## src/rtl/spi_master_pkg.sv

```systemverilog
// Shared types and sizes for the SPI command master: opcode and FSM state
// encodings plus the data/frame widths used by the top and its shift register.
package spi_master_pkg;

    localparam int MEM_WIDTH = 8;
    localparam int ADDR_SIZE = 8;
    localparam int FRAME_W   = 2 + MEM_WIDTH;

    typedef enum logic [1:0] {
        WR_ADDR = 2'b00,
        WR_DATA = 2'b01,
        RD_ADDR = 2'b10,
        RD_DATA = 2'b11
    } spi_op_e;

    typedef enum logic [2:0] {
        IDLE,
        CHK_CMD,
        SEND,
        WAIT,
        RECV,
        DONE
    } spi_state_e;

endpackage

```

## src/rtl/spi_master_if.sv

```systemverilog
// Command/response handshake plus the SPI pins of spi_master.
// The master modport is the DUT side; slave is the side that drives commands and MISO.
interface spi_master_if;
    import spi_master_pkg::*;

    logic                 cmd_valid;
    logic                 cmd_ready;
    logic [1:0]           cmd_op;
    logic [MEM_WIDTH-1:0] cmd_byte;
    logic                 rsp_valid;
    logic [MEM_WIDTH-1:0] rsp_data;
    logic                 SS_n;
    logic                 MOSI;
    logic                 MISO;
    logic                 busy;

    modport master (
        input  cmd_valid, cmd_op, cmd_byte, MISO,
        output cmd_ready, rsp_valid, rsp_data, SS_n, MOSI, busy
    );

    modport slave (
        output cmd_valid, cmd_op, cmd_byte, MISO,
        input  cmd_ready, rsp_valid, rsp_data, SS_n, MOSI, busy
    );

endinterface

```

## src/rtl/spi_master_shreg.sv

```systemverilog
// Loadable frame shift register: MSB shifts out toward MOSI while the serial
// input fills from the LSB, so the same register transmits and receives.
module spi_master_shreg
    import spi_master_pkg::*;
(
    input  logic               clk,
    input  logic               load,
    input  logic [FRAME_W-1:0] load_val,
    input  logic               shift,
    input  logic               sin,
    output logic [FRAME_W-1:0] q
);

    always_ff @(posedge clk) begin
        if (load) begin
            q <= load_val;
        end else if (shift) begin
            q <= {q[FRAME_W-2:0], sin};
        end
    end

endmodule

```

## src/rtl/spi_master.sv

```systemverilog
// SPI command master: sends a 10-bit {opcode, byte} frame MSB first and, for
// RD_DATA, waits RD_WAIT cycles then shifts a byte in from MISO.
module spi_master
    import spi_master_pkg::*;
#(
    parameter int RD_WAIT = 2
) (
    input  logic         clk,
    input  logic         rst_n,
    spi_master_if.master bus
);

    spi_state_e         state;
    spi_op_e            op_q;
    logic [3:0]         bit_cnt;
    logic [3:0]         wait_cnt;
    logic [FRAME_W-1:0] sr_q;
    logic               accept;
    logic               sr_shift;
    logic               sr_sin;

    assign accept = (state == IDLE) && bus.cmd_valid && bus.cmd_ready;

    // CHK_CMD already drives frame[9], so the register starts shifting there to
    // keep its MSB one bit ahead of the registered MOSI.
    assign sr_shift = (state == CHK_CMD) || (state == SEND) || (state == RECV);
    assign sr_sin   = (state == RECV) ? bus.MISO : 1'b0;

    spi_master_shreg u_shreg (
        .clk      (clk),
        .load     (accept),
        .load_val ({bus.cmd_op, bus.cmd_byte}),
        .shift    (sr_shift),
        .sin      (sr_sin),
        .q        (sr_q)
    );

    always_ff @(posedge clk or negedge rst_n) begin
        if (!rst_n) begin
            state         <= IDLE;
            op_q          <= WR_ADDR;
            bit_cnt       <= '0;
            wait_cnt      <= '0;
            bus.SS_n      <= 1'b1;
            bus.MOSI      <= 1'b0;
            bus.cmd_ready <= 1'b0;
            bus.busy      <= 1'b0;
            bus.rsp_valid <= 1'b0;
            bus.rsp_data  <= '0;
        end else begin
            bus.rsp_valid <= 1'b0;
            case (state)
                IDLE: begin
                    if (accept) begin
                        state         <= CHK_CMD;
                        op_q          <= spi_op_e'(bus.cmd_op);
                        bus.SS_n      <= 1'b0;
                        bus.MOSI      <= bus.cmd_op[1];
                        bus.cmd_ready <= 1'b0;
                        bus.busy      <= 1'b1;
                    end else begin
                        bus.cmd_ready <= 1'b1;
                    end
                end
                CHK_CMD: begin
                    state    <= SEND;
                    bus.MOSI <= sr_q[FRAME_W-1];
                    bit_cnt  <= '0;
                end
                SEND: begin
                    if (bit_cnt == 4'(FRAME_W - 1)) begin
                        bus.MOSI <= 1'b0;
                        bit_cnt  <= '0;
                        if (op_q == RD_DATA) begin
                            state    <= WAIT;
                            wait_cnt <= '0;
                        end else begin
                            state    <= DONE;
                            bus.SS_n <= 1'b1;
                        end
                    end else begin
                        bus.MOSI <= sr_q[FRAME_W-1];
                        bit_cnt  <= bit_cnt + 4'd1;
                    end
                end
                WAIT: begin
                    if (wait_cnt == 4'(RD_WAIT - 1)) begin
                        state    <= RECV;
                        wait_cnt <= '0;
                        bit_cnt  <= '0;
                    end else begin
                        wait_cnt <= wait_cnt + 4'd1;
                    end
                end
                RECV: begin
                    // The last MISO bit is taken straight from the pin so the
                    // byte is complete on the edge that enters DONE.
                    if (bit_cnt == 4'(MEM_WIDTH - 1)) begin
                        state         <= DONE;
                        bit_cnt       <= '0;
                        bus.SS_n      <= 1'b1;
                        bus.rsp_valid <= 1'b1;
                        bus.rsp_data  <= {sr_q[MEM_WIDTH-2:0], bus.MISO};
                    end else begin
                        bit_cnt <= bit_cnt + 4'd1;
                    end
                end
                DONE: begin
                    state         <= IDLE;
                    bus.cmd_ready <= 1'b1;
                    bus.busy      <= 1'b0;
                end
                default: begin
                    state <= IDLE;
                end
            endcase
        end
    end

endmodule

```

## src/flat_wrapper.sv

```systemverilog
// flat-port wrapper written by rule: the top's interface ports become plain ports
module spi_master_flat import spi_master_pkg::*;
#(
    parameter int RD_WAIT = 2
)
  (clk, rst_n, bus_cmd_valid, bus_cmd_op, bus_cmd_byte, bus_MISO, bus_cmd_ready, bus_rsp_valid, bus_rsp_data, bus_SS_n, bus_MOSI, bus_busy);
  spi_master_if bus_i ();
  input  logic clk;
  input  logic rst_n;
  input wire logic [$bits(bus_i.cmd_valid)-1:0] bus_cmd_valid;
  input wire logic [$bits(bus_i.cmd_op)-1:0] bus_cmd_op;
  input wire logic [$bits(bus_i.cmd_byte)-1:0] bus_cmd_byte;
  input wire logic [$bits(bus_i.MISO)-1:0] bus_MISO;
  output wire logic [$bits(bus_i.cmd_ready)-1:0] bus_cmd_ready;
  output wire logic [$bits(bus_i.rsp_valid)-1:0] bus_rsp_valid;
  output wire logic [$bits(bus_i.rsp_data)-1:0] bus_rsp_data;
  output wire logic [$bits(bus_i.SS_n)-1:0] bus_SS_n;
  output wire logic [$bits(bus_i.MOSI)-1:0] bus_MOSI;
  output wire logic [$bits(bus_i.busy)-1:0] bus_busy;
  assign bus_i.cmd_valid = bus_cmd_valid;
  assign bus_i.cmd_op = bus_cmd_op;
  assign bus_i.cmd_byte = bus_cmd_byte;
  assign bus_i.MISO = bus_MISO;
  assign bus_cmd_ready = bus_i.cmd_ready;
  assign bus_rsp_valid = bus_i.rsp_valid;
  assign bus_rsp_data = bus_i.rsp_data;
  assign bus_SS_n = bus_i.SS_n;
  assign bus_MOSI = bus_i.MOSI;
  assign bus_busy = bus_i.busy;
  spi_master #(.RD_WAIT(RD_WAIT)) u_core (.clk(clk), .rst_n(rst_n), .bus(bus_i));
endmodule
```

## config.mk

```make
export PLATFORM = sky130hd
export DESIGN_NAME = spi_master_flat
export DESIGN_NICKNAME = d
export VERILOG_FILES = /design/src/rtl/spi_master_pkg.sv /design/src/rtl/spi_master_if.sv /design/src/rtl/spi_master_shreg.sv /design/src/rtl/spi_master.sv /design/src/flat_wrapper.sv
export SDC_FILE = /design/constraint.sdc
export NUM_CORES = 1
export LEC_CHECK = 0
export CAP_MARGIN = 20
export CORE_MARGIN = 5
export CORE_UTILIZATION = 55
export CTS_BUF_LIST = sky130_fd_sc_hd__clkbuf_2 sky130_fd_sc_hd__clkbuf_4 sky130_fd_sc_hd__clkbuf_8
export CTS_CLUSTER_SIZE = 40
export DETAILED_ROUTE_END_ITERATION = 16
export HOLD_SLACK_MARGIN = 0.15
export PLACE_DENSITY = 0.88
export SYNTH_ARGS = -nofsm -noshare
export SYNTH_HDL_FRONTEND = slang
export SYNTH_SLANG_ARGS = --single-unit
```

## constraint.sdc

```tcl
create_clock -name clk -period 2 [get_ports clk]
set_input_delay 0.6 -clock clk [delete_from_list [all_inputs] [get_ports clk]]
set_output_delay 0.6 -clock clk [all_outputs]
set_load 0.1 [all_outputs]
```

==> impl_metrics.toml, run 1 <==
[drt]
vias = 1328
viasPerCell = 5.49
drt_iter0_drc = 79
first_pass_iters = 4
drc = 0
wl_per_cell_um = 15.5
wl_mm = 3.76
detail-route-antenna-nets = 0

[critical_path]
worst_ep_required_time_ns = 2.24
worst_setup_path_start_kind = "flop"
worstPathArrival_ns = 2.08
crit_family = "simple AND/OR/NAND/NOR gates"
path_buf_inv = 0
cpMaxStageDelayCell = "dfrtp_1"
cp-end-kind = "flop"
max_stage_delay_ns = 0.56
path_class = "reg -> reg"
crit_chain = "nor2_4, nand2_2, nor3_4, mux2_2"
crit_fanout = 14

[sta]
worst_pin_slew_ns = 0.598
timing.hold.ws_ns = 0.495
period_needed_ns = 1.84
setup_slack_ns = 0.159
fin_tns_setup_ns = 0
rsz0062_at_grt = "false"
max_slew_margin_pct = 59.8
slew_violations = 0
fmax_ghz = 0.543
final_hold_viol_count = 0
clock_skew_ns = 0.0127
setup_viol = 0
fin_crit_sh_pct = 92.1

[finish]
nFillCells = 184
area_growth_pct = 31.5
final_area_sq_um = 2270
diodes = 0
fin_nets = 215
drive_above_1_share_pct = 21.7

[logic_synthesis]
syn_area_sq_um = 1730
ys_types = 44
ys_seq_area_share_pct = 55.2
ys.flop_type = "dfrtp_1"
netlist_top_cells_area = "dfrtp_1, edfxtp_1, nand2_1"
synth-async-reset-ratio_pct = 72.2
synth_top_cell_by_area = "dfrtp_1"
synthCells = 163
yosysTopAreaCellShare_pct = 36.3
ys_seq_elements = 36
synth-edff-count = 10
syn_nets = 181
syn_avg_cell_area_sq_um = 10.6
ys.warnings.count = 0

[place]
portBuffers = 26
dp_hpwl_mm = 2.87
dp_worst_setup_slack_ns = 0.0152
dpl-instance-area_sq_um = 2190
gp_congestion = 0.888

[clock_network]
post_cts_buffers = 0
cts_htree_levels = 2
clk_latency_ns = 0.35
cts_resized = 0
ctsHoldBuffers = 0
cts.sinks = 36
numCtsBuffers = 5
clk_path_buf_depth = 2
path_clk_slew_ns = 0.12
root_buffer = "clkbuf_4"
cts_tree = "built"

[pwr]
p_per_area_nw_per_um2 = 1610
p_sw_share_pct = 42.6
p_clk_share_pct = 14.1
p_sw_mw = 1.56
p_total_mw = 3.65
vdd_drop_max_mv = 0.852
seq_power_share_pct = 38.3
p_int_mw = 2.10
power.leakage_nw = 1.03
combPwrFrac_pct = 47.6

[floorplan]
start_util_pct = 57.0
die_w_um = 66.0
io_pins = 27
coreArea_sq_um = 3030
dieArea_sq_um = 4360
die_h_um = 66.0
rows = 20

[outcome]
outcome = "finished, final reports clean"

[global_routing]
grt_remaining_overflow = 0
antenna_found_initial = 0
grt_max_degree = 27
grt_pass1_vias = 1352
grt_pass1_wl_mm = 6.37
grt_usage_pct = 20.1

[min_path]
min_path_type = "reg -> reg"

[run]
drv_cap = 0
## worst register-to-register path, delay by kind of cell (launching register included)
family | cells | cell delay [ns]
multiplexers | 1 | 0.39
AND/OR/NAND/NOR | 3 | 0.77
flip-flops | 1 | 0.56
## layer usage
layer  part of all wire [%]  global-route usage (%)  wire length, um  up-vias
met2                     52                    33.4             1950       35
met3                    5.5                    7.14              207        7
met4                    2.5                    9.90               93        0
met1                     40                    22.7             1510      649
li1                       -                       -                -      637
met5                      0                       0                0        -
## layout make-up
| cell class | count | area (sq um) | share of cell area (%) |
|---|---|---|---|
| Timing Repair Buffer | 33 | 443 | 19.5 |
| Clock inverter | 3 | 42.5 | 1.87 |
| Sequential cell | 36 | 953 | 42.0 |
| Inverter | 4 | 15.0 | 0.662 |
| Tap cell | 44 | 55.1 | 2.43 |
| Multi-Input combinational cell | 117 | 723 | 31.9 |
| Clock buffer | 5 | 37.5 | 1.65 |
## layout by cell type (no fill, tap or decap), types with 5 or more instances in the layout
| cell type | synthesis | layout |
|---|---|---|
| clkbuf_4 | 0 | 5 |
| mux2_2 | 8 | 8 |
| edfxtp_1 | 10 | 10 |
| nand2_1 | 42 | 42 |
| clkdlybuf4s50_1 | 0 | 13 |
| nor2_1 | 6 | 6 |
| dfrtp_1 | 25 | 24 |
| buf_12 | 0 | 13 |
| a21oi_1 | 9 | 9 |
| o21ai_0 | 7 | 7 |
| buf_4 | 0 | 7 |
## flip-flops by register name, summed over array words and instances (netlist names)
register              count
u_core.bus.busy           1
u_core.u_shreg.q         10
u_core.wait_cnt           4
u_core.bus.rsp_data       8
u_core.state              3
u_core.bus.SS_n           1
u_core.bus.cmd_ready      1
u_core.bus.rsp_valid      1
u_core.op_q               2
u_core.bit_cnt            4
u_core.bus.MOSI           1
## path summary, 6_finish.rpt
check | startpoint | to | slack, ns | depth (start not counted)
min in group asynchronous | rst_n | u_core.op_q[1]$_DFFE_PN0P_ | 0.60 | 2
max in group asynchronous | rst_n | u_core.bus.SS_n$_DFFE_PN1P_ | 1.09 | 2
worst min-delay path | u_core.op_q[1]$_DFFE_PN0P_ | u_core.op_q[1]$_DFFE_PN0P_ | 0.50 | 2
worst min register to register | u_core.op_q[1]$_DFFE_PN0P_ | u_core.op_q[1]$_DFFE_PN0P_ | 0.50 | 2
worst max-delay path | u_core.state[1]$_DFFE_PN0P_ | u_core.bus.rsp_data[6]$_DFFE_PN0P_ | 0.16 | 4
worst max register to register | u_core.state[1]$_DFFE_PN0P_ | u_core.bus.rsp_data[6]$_DFFE_PN0P_ | 0.16 | 4
## power by group through the flow
stage	combinational, mW	sequential (mW)	clock, mW
after CTS	1.75	1.39	0.528
after global routing	1.88	1.43	0.563
after global placement	1.65	1.39	0
after detailed placement	1.75	1.41	0
after floorplan	0.884	1.65	0
final	1.74	1.40	0.515
## synth_stat cells, types with 2 or more instances
cell      instances
a21oi_1           9
a22o_1            2
buf_2             4
dfrtp_1          25
edfxtp_1         10
ha_1              4
inv_1             4
mux2_2            8
mux2i_1           2
nand2_1          42
nand2b_1          2
nand3_1           3
nor2_1            6
nor2b_1           2
nor3_1            3
o211ai_1          2
o21ai_0           7
xor2_1            2
## kinds of logic after synthesis
kind of cell / after synthesis / share of synthesized area (%)
fa+ha+maj: 4 / 2.90
compound gates: 30 / 11.4
flops: 36 / 55.2
buf+inv: 10 / 2.90
simple gates: 70 / 19.6
xor+xnor: 2 / 1.02
mux: 11 / 7.03
## metrics by stage
stage / util [%] / std cells
2_1_floorplan: - / 163
3_3_place_gp: 72.3 / 234
3_5_place_dp: 72.3 / 234
4_1_cts: 75.0 / 242
5_1_grt: 75.0 / 242
6_report: 75.0 / 242
(Power assumes the default switching activity.)
==> run 2: changes to the inputs <==
CTS_BUF_LIST = sky130_fd_sc_hd__clkbuf_8   (was sky130_fd_sc_hd__clkbuf_2 sky130_fd_sc_hd__clkbuf_4 sky130_fd_sc_hd__clkbuf_8)
==> run 2 against run 1 <==
Fmax increased by 1.3%. Worst hold slack lost 0.0083 ns. Die area is the same. Largest cell class unchanged. Highest routed layer unchanged.
==> impl_metrics.toml, run 2 (synthesis gave the netlist of run 1 again) <==
[outcome]
outcome = "finished, final reports clean"

[drt]
wl_mm = 3.76
vias = 1321
drt_iter0_drc = 84
first_pass_iters = 6
detail-route-antenna-nets = 0
drc = 0
wl_per_cell_um = 15.5
viasPerCell = 5.46

[clock_network]
cts_htree_levels = 2
numCtsBuffers = 5
post_cts_buffers = 0
path_clk_slew_ns = 0.07
cts_tree = "built"
clk_path_buf_depth = 2
ctsHoldBuffers = 0
cts_resized = 0
clk_latency_ns = 0.29
root_buffer = "clkbuf_8"
cts.sinks = 36

[sta]
fin_tns_setup_ns = 0
timing.hold.ws_ns = 0.487
rsz0062_at_grt = "false"
final_hold_viol_count = 0
setup_viol = 0
slew_violations = 0
fin_crit_sh_pct = 90.9
worst_pin_slew_ns = 0.598
max_slew_margin_pct = 59.8
fmax_ghz = 0.550
period_needed_ns = 1.82
clock_skew_ns = 0.00747

[critical_path]
startpoint = "u_core.state[1]$_DFFE_PN0P_"
reg2reg_depth = 4
r2r-end = "u_core.bus.rsp_data[6]$_DFFE_PN0P_"
crit_family = "simple AND/OR/NAND/NOR gates"
cpMaxStageDelayCell = "dfrtp_1"
cp-end-kind = "flop"
max_stage_delay_ns = 0.54
worst_ep_required_time_ns = 2.17
worst_setup_path_start_kind = "flop"
r2r_slack_ns = 0.18
crit_fanout = 14
path_buf_inv = 0
worstPathArrival_ns = 1.99
endpoint = "u_core.bus.rsp_data[6]$_DFFE_PN0P_"
timing.rr.start = "u_core.state[1]$_DFFE_PN0P_"
crit_chain = "nor2_4, nand2_2, nor3_4, mux2_2"
path_class = "reg -> reg"
worst-path-stages = 4

[place]
gp_congestion = 0.888
dp_hpwl_mm = 2.87
portBuffers = 26

[finish]
largest_reg_flops = 10
multiInputGateArea_sq_um = 723
fin_nets = 215
final_common_cell = "nand2_1"
top_register = "u_core.u_shreg.q"
biggestRegsByFlops = "u_core.u_shreg.q: 10 flops, u_core.bus.rsp_data: 8 flops"
nFillCells = 178
mostFrequentLayoutCells = "nand2_1, dfrtp_1, clkdlybuf4s50_1, buf_12, edfxtp_1"
register_area_sq_um = 953
area_growth_pct = 33.4
diodes = 0
drive_above_1_share_pct = 21.7

[global_routing]
grt_pass1_vias = 1358
grt_max_degree = 27
grt_remaining_overflow = 0
grt_usage_pct = 19.3
grt_pass1_wl_mm = 6.31
antenna_found_initial = 0

[min_path]
min_path_type = "reg -> reg"

[pwr]
power.leakage_nw = 1.04
p_per_area_nw_per_um2 = 1650
p_sw_share_pct = 41.7
p_sw_mw = 1.58
vdd_drop_max_mv = 0.852
combPwrFrac_pct = 46.2
p_int_mw = 2.21
seq_power_share_pct = 37.0
p_clk_share_pct = 16.8

[floorplan]
coreArea_sq_um = 3030
rows = 20
start_util_pct = 57.0
io_pins = 27
dieArea_sq_um = 4360
die_w_um = 66.0
die_h_um = 66.0

[run]
drv_cap = 0
[run 2: cell counts in the layout (fill, tap and decap cells not counted)]
No cell type changed its count.
[run 2: how the worst min path moves through the flow]
stage | from | endpoint | slack (ns) | depth (start not counted)
after floorplan | rst_n | u_core.bit_cnt[0]$_DFFE_PN0P_ | 0.30 | 0
after global placement | u_core.op_q[1]$_DFFE_PN0P_ | u_core.op_q[1]$_DFFE_PN0P_ | 0.46 | 2
after detailed placement | u_core.op_q[1]$_DFFE_PN0P_ | u_core.op_q[1]$_DFFE_PN0P_ | 0.46 | 2
after CTS | u_core.op_q[1]$_DFFE_PN0P_ | u_core.op_q[1]$_DFFE_PN0P_ | 0.48 | 2
after global routing | u_core.op_q[1]$_DFFE_PN0P_ | u_core.op_q[1]$_DFFE_PN0P_ | 0.50 | 2
final | u_core.op_q[1]$_DFFE_PN0P_ | u_core.op_q[1]$_DFFE_PN0P_ | 0.49 | 2
[run 2: metal layers]
metal  wire (um)  GRT usage (%)  up-vias
li1            -              -      634
met1        1530           22.4      647
met2        1970           33.8       34
met3         193           5.61        6
met4          66           6.60        0
met5           0              0        -
[run 2: power by group through the flow]
stage / Sequential [mW] / Clock (mW) / Combinational [mW]
2_1_floorplan: 1.65 / 0 / 0.884
3_3_place_gp: 1.39 / 0 / 1.65
3_5_place_dp: 1.41 / 0 / 1.75
4_1_cts: 1.40 / 0.648 / 1.75
5_1_grt: 1.43 / 0.681 / 1.89
6_report: 1.40 / 0.637 / 1.75
[run 2: worst reg2reg max path: cells and delay by family (launching register included)]
family,cells,cell delay (ns)
flip-flops,1,0.54
AND/OR/NAND/NOR,3,0.77
multiplexers,1,0.40
[run 2: cell type report]
| class | instances | share of cell area [%] |
|---|---|---|
| clock buffers | 5 | 2.99 |
| clock inverters | 3 | 1.85 |
| inverters | 4 | 0.653 |
| multi-input cells | 117 | 31.4 |
| flip-flops and latches | 36 | 41.4 |
| well taps | 44 | 2.39 |
| repair buffers | 33 | 19.2 |
[run 2: stage by stage]
stage / instances / total power, mW / utilization [%] / instance area (sq um) / setup slack, ns
global route: 242 / 4.00 / 76.0 / 2300 / 0.0770
floorplan: 163 / 2.54 / - / 1730 / 0.155
CTS: 242 / 3.79 / 76.0 / 2300 / 0.174
global placement: 234 / 3.04 / 72.3 / 2190 / 0.0807
finish: 242 / 3.79 / 76.0 / 2300 / 0.183
detailed placement: 234 / 3.15 / 72.3 / 2190 / 0.0152
==> run 3: changes to the inputs <==
GPL_TIMING_DRIVEN = 1   (was unset)
==> results of run 3 <==
Final layout, timing and power as in run 2 (identical DEF).
